### src/rtl/ram_port_arbiter.sv
// Arbitrates the single data-RAM port between the CPU memory stage and a DMA master.
// CPU wins by default; a starvation counter forces DMA bursts of up to BURST_MAX beats.
module ram_port_arbiter #(
  parameter int ADDR_WIDTH = 9,
  parameter int DATA_WIDTH = 32,
  parameter int MAX_WAIT   = 4,
  parameter int BURST_MAX  = 8
) (
  input  logic                      clk,
  input  logic                      rst,
  input  logic                      cpu_req,
  input  logic [DATA_WIDTH/8-1:0]   cpu_we,
  input  logic [ADDR_WIDTH-1:0]     cpu_addr,
  input  logic [DATA_WIDTH-1:0]     cpu_wdata,
  output logic [DATA_WIDTH-1:0]     cpu_rdata,
  output logic                      cpu_stall,
  input  logic                      dma_valid,
  output logic                      dma_ready,
  input  logic                      dma_last,
  input  logic [DATA_WIDTH/8-1:0]   dma_we,
  input  logic [ADDR_WIDTH-1:0]     dma_addr,
  input  logic [DATA_WIDTH-1:0]     dma_wdata,
  output logic                      dma_rvalid,
  output logic [DATA_WIDTH-1:0]     dma_rdata,
  output logic [DATA_WIDTH/8-1:0]   ram_we_a,
  output logic [ADDR_WIDTH-1:0]     ram_addr_a,
  output logic [DATA_WIDTH-1:0]     ram_wdata_a,
  input  logic [DATA_WIDTH-1:0]     ram_rdata_a
);

  localparam int BW = DATA_WIDTH / 8;
  localparam int WW = $clog2(MAX_WAIT + 1);
  localparam int CW = $clog2(BURST_MAX + 1);

  typedef enum logic [0:0] {
    S_CPU   = 1'b0,
    S_BURST = 1'b1
  } state_t;

  state_t          state_q;
  logic [WW-1:0]   wait_cnt_q;
  logic [CW-1:0]   beat_cnt_q;
  logic            dma_rvalid_q;

  logic            starve_s;
  logic            grant_s;
  logic            dma_rd_s;
  logic [CW-1:0]   beat_nxt_s;

  // Grant decision and port mux; the RAM never sees a write while in reset.
  always_comb begin
    starve_s    = (wait_cnt_q == WW'(MAX_WAIT));
    beat_nxt_s  = beat_cnt_q + {{(CW-1){1'b0}}, 1'b1};
    dma_rd_s    = (dma_we == {BW{1'b0}});
    grant_s     = 1'b0;
    ram_we_a    = {BW{1'b0}};
    ram_addr_a  = cpu_addr;
    ram_wdata_a = cpu_wdata;
    if (rst) begin
      grant_s = 1'b0;
    end else if (state_q == S_BURST) begin
      grant_s = dma_valid;
    end else begin
      grant_s = dma_valid & (~cpu_req | starve_s);
    end
    if (grant_s) begin
      ram_we_a    = dma_we;
      ram_addr_a  = dma_addr;
      ram_wdata_a = dma_wdata;
    end else if (cpu_req & ~rst) begin
      ram_we_a    = cpu_we;
      ram_addr_a  = cpu_addr;
      ram_wdata_a = cpu_wdata;
    end else begin
      ram_we_a    = {BW{1'b0}};
    end
  end

  assign dma_ready  = grant_s;
  assign cpu_stall  = cpu_req & grant_s;
  assign dma_rvalid = dma_rvalid_q;
  assign dma_rdata  = ram_rdata_a;
  assign cpu_rdata  = ram_rdata_a;

  // Ownership FSM with starvation and burst-length counters.
  always_ff @(posedge clk) begin
    if (rst) begin
      state_q      <= S_CPU;
      wait_cnt_q   <= {WW{1'b0}};
      beat_cnt_q   <= {CW{1'b0}};
      dma_rvalid_q <= 1'b0;
    end else begin
      dma_rvalid_q <= grant_s & dma_rd_s;
      if (grant_s | ~dma_valid) begin
        wait_cnt_q <= {WW{1'b0}};
      end else if (!starve_s) begin
        wait_cnt_q <= wait_cnt_q + {{(WW-1){1'b0}}, 1'b1};
      end else begin
        wait_cnt_q <= wait_cnt_q;
      end
      case (state_q)
        S_CPU: begin
          if (grant_s & ~dma_last & (BURST_MAX > 1)) begin
            state_q    <= S_BURST;
            beat_cnt_q <= {{(CW-1){1'b0}}, 1'b1};
          end else begin
            state_q    <= S_CPU;
            beat_cnt_q <= {CW{1'b0}};
          end
        end
        S_BURST: begin
          // A bubble hands the port back to the CPU for that very cycle.
          if (~dma_valid | dma_last | (beat_nxt_s == CW'(BURST_MAX))) begin
            state_q    <= S_CPU;
            beat_cnt_q <= {CW{1'b0}};
          end else begin
            state_q    <= S_BURST;
            beat_cnt_q <= beat_nxt_s;
          end
        end
        default: begin
          state_q    <= S_CPU;
          beat_cnt_q <= {CW{1'b0}};
        end
      endcase
    end
  end

endmodule

### config.mk
export PLATFORM = sky130hd
export DESIGN_NAME = ram_port_arbiter
export DESIGN_NICKNAME = d
export VERILOG_FILES = /design/src/rtl/ram_port_arbiter.sv
export SDC_FILE = /design/constraint.sdc
export NUM_CORES = 1
export LEC_CHECK = 0
export CAP_MARGIN = 20
export CELL_PAD_IN_SITES_DETAIL_PLACEMENT = 1
export CELL_PAD_IN_SITES_GLOBAL_PLACEMENT = 1
export CORE_ASPECT_RATIO = 0.6
export CORE_UTILIZATION = 15
export CTS_CLUSTER_SIZE = 20
export DETAILED_ROUTE_END_ITERATION = 8
export GPL_ROUTABILITY_DRIVEN = 0
export GPL_TIMING_DRIVEN = 0
export PLACE_DENSITY_LB_ADDON = 0.3
export SETUP_SLACK_MARGIN = 0.1
export SLEW_MARGIN = 20
export SYNTH_ARGS = -nofsm -noshare
export SYNTH_HDL_FRONTEND = slang
export SYNTH_SLANG_ARGS = --single-unit
### constraint.sdc
create_clock -name clk -period 2.36 [get_ports clk]
set_clock_uncertainty 0.15 [all_clocks]
set_input_delay 0.236 -clock clk [delete_from_list [all_inputs] [get_ports clk]]
set_output_delay 0.236 -clock clk [all_outputs]
set_load 0.02 [all_outputs]
==> results.sh <==
export IMPL_synth_async_reset_ratio_pct=0
export IMPL_power_frac_comb_pct=61.8
export IMPL_top_usage_layer="met2"
export IMPL_cts_tree="done"
export IMPL_holdBufCountCts=0
export IMPL_area_delta_synth_final_pct=133
export IMPL_hold_class="reg -> reg"
export IMPL_ys_ff_latch=9
export IMPL_power_density_nw_per_um2=305
export IMPL_rr_endpoint="dma_rvalid"
export IMPL_start_util_pct=15.7
export IMPL_syn_num_nets=297
export IMPL_drive_above_1_share_pct=44.4
export IMPL_irDropWorstVdd_uv=207
export IMPL_violations="design-rule violations"
export IMPL_die_h_um=83.9
export IMPL_io_buffers=206
export IMPL_synth_flop_cell="dfxtp_1"
export IMPL_antenna_cells=0
export IMPL_yosysSeqAreaShare_pct=10.7
export IMPL_grt_use_met3_pct=3.04
export IMPL_dp_hpwl_um=6330
export IMPL_relSlewSlack_pct=70.3
export IMPL_overflow=0
export IMPL_drc_errors=22
export IMPL_fin_crit_ps=2220
export IMPL_start_kind="primary input"
export IMPL_nFillCells=1240
export IMPL_netlist_instances=167
export IMPL_crit_type="in -> out"
export IMPL_cts_path_max_buffers=2
export IMPL_outcome="finished with violations"
export IMPL_vias=1879
export IMPL_crit_path_max_fanout=10
export IMPL_clk_latency_ps=230
export IMPL_clockRootBuffer="clkbuf_16"
export IMPL_detail_route_wl_per_cell_um=13.6
export IMPL_whs_endpoint="wait_cnt_q[0]"
export IMPL_ys_types=28
export IMPL_firstDrtPassIters=7
export IMPL_end_kind="output port"
export IMPL_layout_commonest_cell="clkdlybuf4s50_1"
export IMPL_synth_edff_count=0
export IMPL_min_path_cells=1
export IMPL_rsz0062_at_grt="true"
export IMPL_critPathRequiredTime_ps=1970
export IMPL_min_period_over_period_pct=94.1
export IMPL_internal_power_uw=832
export IMPL_drt_total_wl_um=7060
export IMPL_grt_pass1_vias=2019
export IMPL_drt_iter0_drc=52
export IMPL_final_setup_worst_slack_ps=140
export IMPL_grt_start_max_net_pins=11
export IMPL_p_sw_uw=360
export IMPL_setup_viol=0
export IMPL_layout_common_cells="158 x clkdlybuf4s50_1, 70 x buf_4, 40 x mux2_4, 37 x buf_2, 9 x dfxtp_1"
export IMPL_antenna_left=0
export IMPL_synth_avg_cell_area_sq_um=10.0
export IMPL_drv_cap=0
export IMPL_clkTransAtPathRegs_ps=40
export IMPL_htree_levels=1
export IMPL_seq_power_share_pct=13.2
export IMPL_p_sw_share_pct=30.2
export IMPL_tightest_slew_ps=445
export IMPL_clock_power_share_pct=25.0
export IMPL_hold_viol_final=0
export IMPL_die_w_um=138
export IMPL_vias_per_cell=3.61
export IMPL_slew_violations=0
export IMPL_netlist_area_sq_um=1680
export IMPL_r2r_cells=7
export IMPL_row_count=29
export IMPL_power_mw=1.19
export IMPL_p_leak_nw=1.76
export IMPL_grt_use_met2_pct=20.9
export IMPL_io_pins=239
export IMPL_antenna_found_initial=0
export IMPL_fmax_ghz=0.451
export IMPL_grtUsageTotal_pct=11.6
export IMPL_yosysWarningCount=0
export IMPL_grtUsageMet1_pct=14.0
export IMPL_rr_startpoint="wait_cnt_q[1]"
export IMPL_dieArea_sq_um=11600
export IMPL_cts_sinks=9
export IMPL_worstHoldStart="wait_cnt_q[0]"
export IMPL_dp_slack_ps=-424
export IMPL_numCtsBuffers=3
export IMPL_worstPathArrival_ps=1830
export IMPL_fin_nets=512
export IMPL_worst_hold_slack_ps=293
export IMPL_grt_pass1_wl_um=10800
export IMPL_core_area_sq_um=10700
export IMPL_r2r_slack_ps=890
-- state kept, by name (all words and copies together) (netlist names) --
signal      count
dma_rvalid      1
state_q         1
beat_cnt_q      4
wait_cnt_q      3
-- power groups by stage --
| stage | logic [mW] | clock network [mW] | registers [mW] |
|---|---|---|---|
| floorplan | 0.371 | 0 | 0.159 |
| global placement | 0.766 | 0 | 0.160 |
| detailed placement | 0.773 | 0 | 0.160 |
| CTS | 0.731 | 0.310 | 0.157 |
| global route | 0.776 | 0.320 | 0.157 |
| finish | 0.737 | 0.298 | 0.157 |
-- layer usage --
| layer | wire length (um) | share of wire [%] |
|---|---|---|
| met1 | 2930 | 41 |
| met4 | 59 | 0.84 |
| met5 | 0 | 0 |
| met2 | 3490 | 49 |
| met3 | 577 | 8.2 |
-- metrics by stage --
step / TNS [ps] / std cells / cell area [sq um] / util, %
after floorplan: 0 / 167 / 1680 / -
after global routing: 0 / 520 / 3910 / 36.5
after global placement: -16090 / 512 / 3910 / 36.6
after CTS: 0 / 519 / 3840 / 35.9
final: 0 / 520 / 3910 / 36.5
after detailed placement: -17640 / 512 / 3910 / 36.6
-- kinds of logic after synthesis --
kind of cell / Yosys count / synth area share (%)
buffers and inverters: 75 / 34.3
muxes: 45 / 38.9
and+or+nand+nor: 26 / 8.88
DFF: 9 / 10.7
AOI/OAI and AO/OA: 8 / 4.48
adders and majority gates: 3 / 2.24
xor gates and xnor gates: 1 / 0.522
-- worst max path at each step --
stage | cells past startpoint | from | to | slack (ps)
2_1_floorplan | 6 | wait_cnt_q[0] | ram_we_a[0] | 450
3_3_place_gp | 6 | dma_valid | ram_wdata_a[7] | -390
3_5_place_dp | 6 | rst | ram_wdata_a[7] | -420
4_1_cts | 8 | wait_cnt_q[0] | ram_wdata_a[16] | 70
5_1_grt | 7 | dma_valid | ram_wdata_a[16] | 60
6_report | 7 | dma_valid | ram_addr_a[8] | 140
-- critical path: stages --
cell,delay (ps)
clkdlybuf4s50_1,450
nor2b_4,150
a21boi_4,210
buf_12,160
buf_12,150
mux2_4,300
buf_2,170
-- area by class of cell --
cell class / instances / area (sq um) / share of cell area [%]
inverters: 6 / 22.5 / 0.576
repair buffers: 210 / 1930 / 49.4
plain buffers: 69 / 581 / 14.8
well taps: 139 / 174 / 4.45
clock buffers: 4 / 78.8 / 2.02
flip-flops and latches: 9 / 180 / 4.61
multi-input cells: 83 / 942 / 24.1
-- synth_stat cells (2+ instances only) --
cell type  instances  area share (%)
a21oi_1            2            0.60
and4_1             2             1.0
buf_4             64              29
buf_8              4             3.6
dfxtp_1            9              11
ha_1               3             2.2
inv_1              6             1.3
mux2_4            40              36
mux2i_1            4             2.4
nand2_1            7             1.6
nand3b_1           2            0.90
nor2_1             6             1.3
nor2b_1            2            0.75
o2bb2ai_1          2             1.0
-- repair_timing --
action | CTS | global route
gates resized for setup | 185 | 23
endpoints found under the setup margin | 47 | 46
setup buffers | 3 | 0
gates cloned | 0 | 1
pin swaps | 1 | 2
Power figures use the tool's default switching activity.
==> RTL change 1, RTL diff (same flow settings) <==
Change the parameter `DATA_WIDTH` from 32 to 64.
--- a/src/rtl/ram_port_arbiter.sv
+++ b/src/rtl/ram_port_arbiter.sv
@@ -4,3 +4,3 @@
   parameter int ADDR_WIDTH = 9,
-  parameter int DATA_WIDTH = 32,
+  parameter int DATA_WIDTH = 64,
   parameter int MAX_WAIT   = 4,
Ports: changed (9 resized); port bits go from 239 to 443. No check against the original RTL was run, so the function may have changed too.
==> RTL change 1 against the original RTL <==
Worst setup slack lost 130 ps; count of clock-buffer cells in the layout is the same; highest routed layer unchanged; power increased by 64%; sequential cell count is the same; final cell count is 72% higher; via count rose by 82%; largest power group unchanged; wire length is 130% higher; critical path depth is 3 higher; sequential share of layout area shrank 2.1 points; cell area grew 85%; non-clock buffer count rose by 265; area after synthesis is 48% higher; register-to-register slack worse by 100 ps.
==> RTL change 1: results (changes against the original RTL) <==
The quantity of I/O buffers inserted on ports came to 378 (+83%). The number of DRC markers after the initial detailed-route iteration came to 40 (-23%). The worst register-to-register path begins at wait_cnt_q[0]. The number of search-and-repair iterations in the first detailed-routing pass came out at 4 (-3). The post-synthesis sequential area ratio is 0.0728 (-0.0346).

The detailed route wirelength on metal3 is 1330 µm (+130%). The post-DP HPWL is 13,600 µm (+120%). The worst reg-to-reg path cell count came out at 8 (+1).

The aggregate global-route resource usage was 0.173 (+0.0569). The wire length the detailed router placed on met1 came out at 5500 µm (+88%). The synthesized area per cell came out at 8.80 µm² (-12%). The number of cells in the design after placement came out at 862 (+68%). The flow ran to the end, and the final reports show no timing, DRC or antenna violations. The final wirelength is 16,100 µm (+130%). The via count of the first global-routing pass came out at 3,729 (+85%). The first-pass GRT wire length came out at 22,400 µm (+110%). The share of synthesized area spent on multiplexers came out at 0.365 (-0.0241).

The leakage dissipation came out at 3.25 nW (+85%). By area the synthesized netlist is led by buf_4 40%, mux2_2 20%, mux2_1 14%. The H-tree depth reported by CTS is 1 (unchanged). The depth of the worst hold-timing path came to 2 (+1). The number of nets in the finished design is 926 (+81%). The worst setup timing slack at the placement stage is -582 ps (-157 ps). The xor-xnor portion of the synthesized cell area came to 0.00354 (-0.00168). The count of cell types in the netlist is 31 (+11%).

In the final layout, the registers with the most flip-flops are beat_cnt_q (4), wait_cnt_q (3). The fraction of the mapped netlist area in compound gates is 0.0303 (-0.0144). The maximum fanout encountered on the critical timing path came out at 6 (-4). The area of placed instances was 6510 µm² (+66%). The commonest cells after synthesis are 132 x buf_4, 43 x mux2_2, 30 x mux2_1. The largest voltage drop on the vdd net is 168 µV (-19%). The proportion of layout cells with a drive suffix above 1 was 0.486 (+0.0427).

The net count after synthesis came out at 515 (+73%). The adder and majority cell fraction of the synthesized area is 0.0152 (-0.00721). The post-cts sizing count came out at 511 (+180%). The number of buffers inserted by post-CTS setup repair is 20 (+17). The headroom to the max-slew limit is 0.763 (+0.0597). The post-route worst hold slack came out at 371 ps (+78.3 ps).
RTL change 1: cell count changes in the layout (fill, tap and decap cells not counted), sizes merged, moves of 4 or more:
cell / before / now
mux2i: 4 / 8
clkdlybuf4s50: 158 / 292
nand2: 7 / 11
inv: 6 / 10
buf: 117 / 245
mux2: 41 / 73
RTL change 1: power breakdown:
part	switching, mW	total, mW	internal [mW]
Sequential	0.00240	0.158	0.155
Clock	0.0713	0.297	0.226
Combinational	0.574	1.50	0.926
Total	0.648	1.95	1.31
RTL change 1: worst max-delay path by stage:
stage               depth (start not counted)         endpoint  slack, ps     startpoint
floorplan                                   7      ram_we_a[1]        400  wait_cnt_q[0]
global placement                            7  ram_wdata_a[27]       -570      dma_valid
detailed placement                          7  ram_wdata_a[27]       -580      dma_valid
CTS                                         9    ram_addr_a[8]        -40  wait_cnt_q[1]
global route                               10  ram_wdata_a[52]        -60  wait_cnt_q[0]
finish                                     10  ram_wdata_a[59]         10  wait_cnt_q[0]
RTL change 1: critical path, stage by stage (launching register included):
cell and delay, ps:
dfxtp_2 320, inv_2 70, ha_4 140, nand2_4 50, a21boi_4 210, buf_6 140, buf_8 110, buf_8 120
buf_12 120, mux2_4 300, buf_6 130
RTL change 1: per-layer routing:
layer | up-vias | track usage
li1 | 1632 | -
met1 | 1587 | 0.172
met2 | 182 | 0.351
met3 | 22 | 0.0567
met4 | 0 | 0.0381
met5 | - | 0
RTL change 1: cell type report:
type,count,area (µm²),area share
timing repair buffer,406,4150,0.573
multi-input combinational,124,1420,0.196
buffer,138,1120,0.154
tap,203,254,0.0351
sequential,9,183,0.0253
clock buffer,4,78.8,0.0109
inverter,10,37.5,0.00519
==> RTL change 2, RTL diff (same settings) <==
Without the edit above. Reset style: asynchronous (`rst`), changed in one clocked block.
--- a/src/rtl/ram_port_arbiter.sv
+++ b/src/rtl/ram_port_arbiter.sv
@@ -85,3 +85,3 @@
   // Ownership FSM with starvation and burst-length counters.
-  always_ff @(posedge clk) begin
+  always_ff @(posedge clk or posedge rst) begin
     if (rst) begin
Formal check against the unedited RTL: differs if rst is asserted again (counterexample within 4 cycles, from zero or initial values and one cycle with rst high); with rst held inactive, the same outputs for 10 cycles.
==> RTL change 2 against the original RTL <==
Sequential cell count stayed put; cell area is 4.4% higher; worst hold slack worse by 82 ps; wire length is 14% higher; area after synthesis is 3.8% lower; worst setup slack worse by 110 ps; non-clock buffer count is 5 higher; power is 7.7% higher.
==> RTL change 2: results (changes against the original RTL) <==
The adder and majority cell fraction of the synthesized area came out at 0.0310 (+0.00864). The ratio of routed vias to standard cells is 3.89 (+7.7%). The filler cell count came out at 1,175 (-5.2%). The wire length the detailed router placed on met1 came out at 2980 µm (+1.8%). The worst reg-to-reg path cell count came to 4 (-3). The fraction of power consumed by combinational cells is 0.638 (+0.020). The number of buffers inserted by post-CTS setup repair was 8 (+5). The share of synthesized area spent on multiplexers came out at 0.292 (-0.0963).

The first-pass GRT wire length is 11,100 µm (+3.1%). The via count of the first global-routing pass came out at 2,220 (+10%). By count the netlist is led by 64 x buf_4, 39 x mux2_2, 9 x dfrtp_1. The maximum clock rate came out at 429 MHz (-4.7%). The worst hold path belongs to the class input port to async pin. Following the worst setup path forward leads to its endpoint at ram_wdata_a[14]. The met1 usage in global routing is 0.142 (+0.00172).

The post-DP HPWL came to 6830 µm (+8.0%). The run finished with clean final reports. The area of placed instances is 3840 µm² (-1.8%).

The worst setup timing slack at the placement stage came out at -432 ps (-7.34 ps). The power of the sequential group came out at 0.168 mW (+7%). The number of nets in the finished design is 528 (+3.1%).

The worst-case register-to-register setup slack is 670 ps (-220 ps). The final wirelength came to 8060 µm (+14%). The endpoint arrival time on the critical path was 1940 ps (+110 ps). The internal power consumption is 0.882 mW (+6.0%). The synthesized area per cell is 9.11 µm² (-9.2%).

The number of cells in the design after placement is 518 (+1.2%). The leakage dissipation is 1.87 nW (+6.4%). The most critical setup path has its startpoint at wait_cnt_q[0]. Yosys attributes the largest share of cell area to buf_4 30%, mux2_2 27%, dfrtp_1 14%.

The maximum single-stage delay on the critical path is 360 ps (-90 ps). The net count after synthesis is 308 (+3.7%). The largest individual stage delay along the critical path comes from the cell mux2_2. The number of search-and-repair iterations in the first detailed-routing pass came out at 4 (-3).

The count of cell types in the netlist is 33 (+18%). The fraction of the mapped netlist area in compound gates was 0.0908 (+0.0460). The post-cts sizing count is 241 (+30%). The number of vias in the routed layout came out at 2,067 (+10%). The aggregate global-route resource usage is 0.128 (+0.0117). The number of remaining DRC errors came to 0 (-100%).

The fraction of registers with async set or reset after synthesis is 1.00 (+1.00). The most used flip-flop cell after synthesis is dfrtp_1. The xor-xnor portion of the synthesized cell area is 0.0109 (+0.00564).

The largest voltage drop on the vdd net came out at 259 µV (+25%). The top routing layer in use is met4. The post-synthesis sequential area ratio is 0.140 (+0.0322). The met2 demand-to-capacity share in global routing came to 0.251 (+0.0420). The global routing met3 resource utilization came to 0.0299 (-0.000493).
==> RTL change 2: cell count changes after synthesis, moves of 4 or more <==
cell / delta
o21ai_0: +5
mux2_4: -40
buf_6: +4
buf_8: -4
o211ai_1: +5
dfxtp_1: -9
mux2_2: +39
dfrtp_1: +9
==> RTL change 2: layout make-up <==
type	instances	share of cell area
Multi-Input combinational cell	92	0.227
Timing Repair Buffer	216	0.518
Clock buffer	4	0.0193
Sequential cell	9	0.0552
Tap cell	135	0.0414
Buffer	68	0.133
Inverter	7	0.00644
==> RTL change 2: worst min-delay path by stage <==
stage	from	endpoint	slack [ps]
2_1_floorplan	rst	beat_cnt_q[0]	-90
5_1_grt	rst	state_q	270
3_5_place_dp	beat_cnt_q[2]	beat_cnt_q[3]	410
4_1_cts	rst	state_q	230
3_3_place_gp	wait_cnt_q[2]	wait_cnt_q[2]	410
6_report	rst	state_q	210
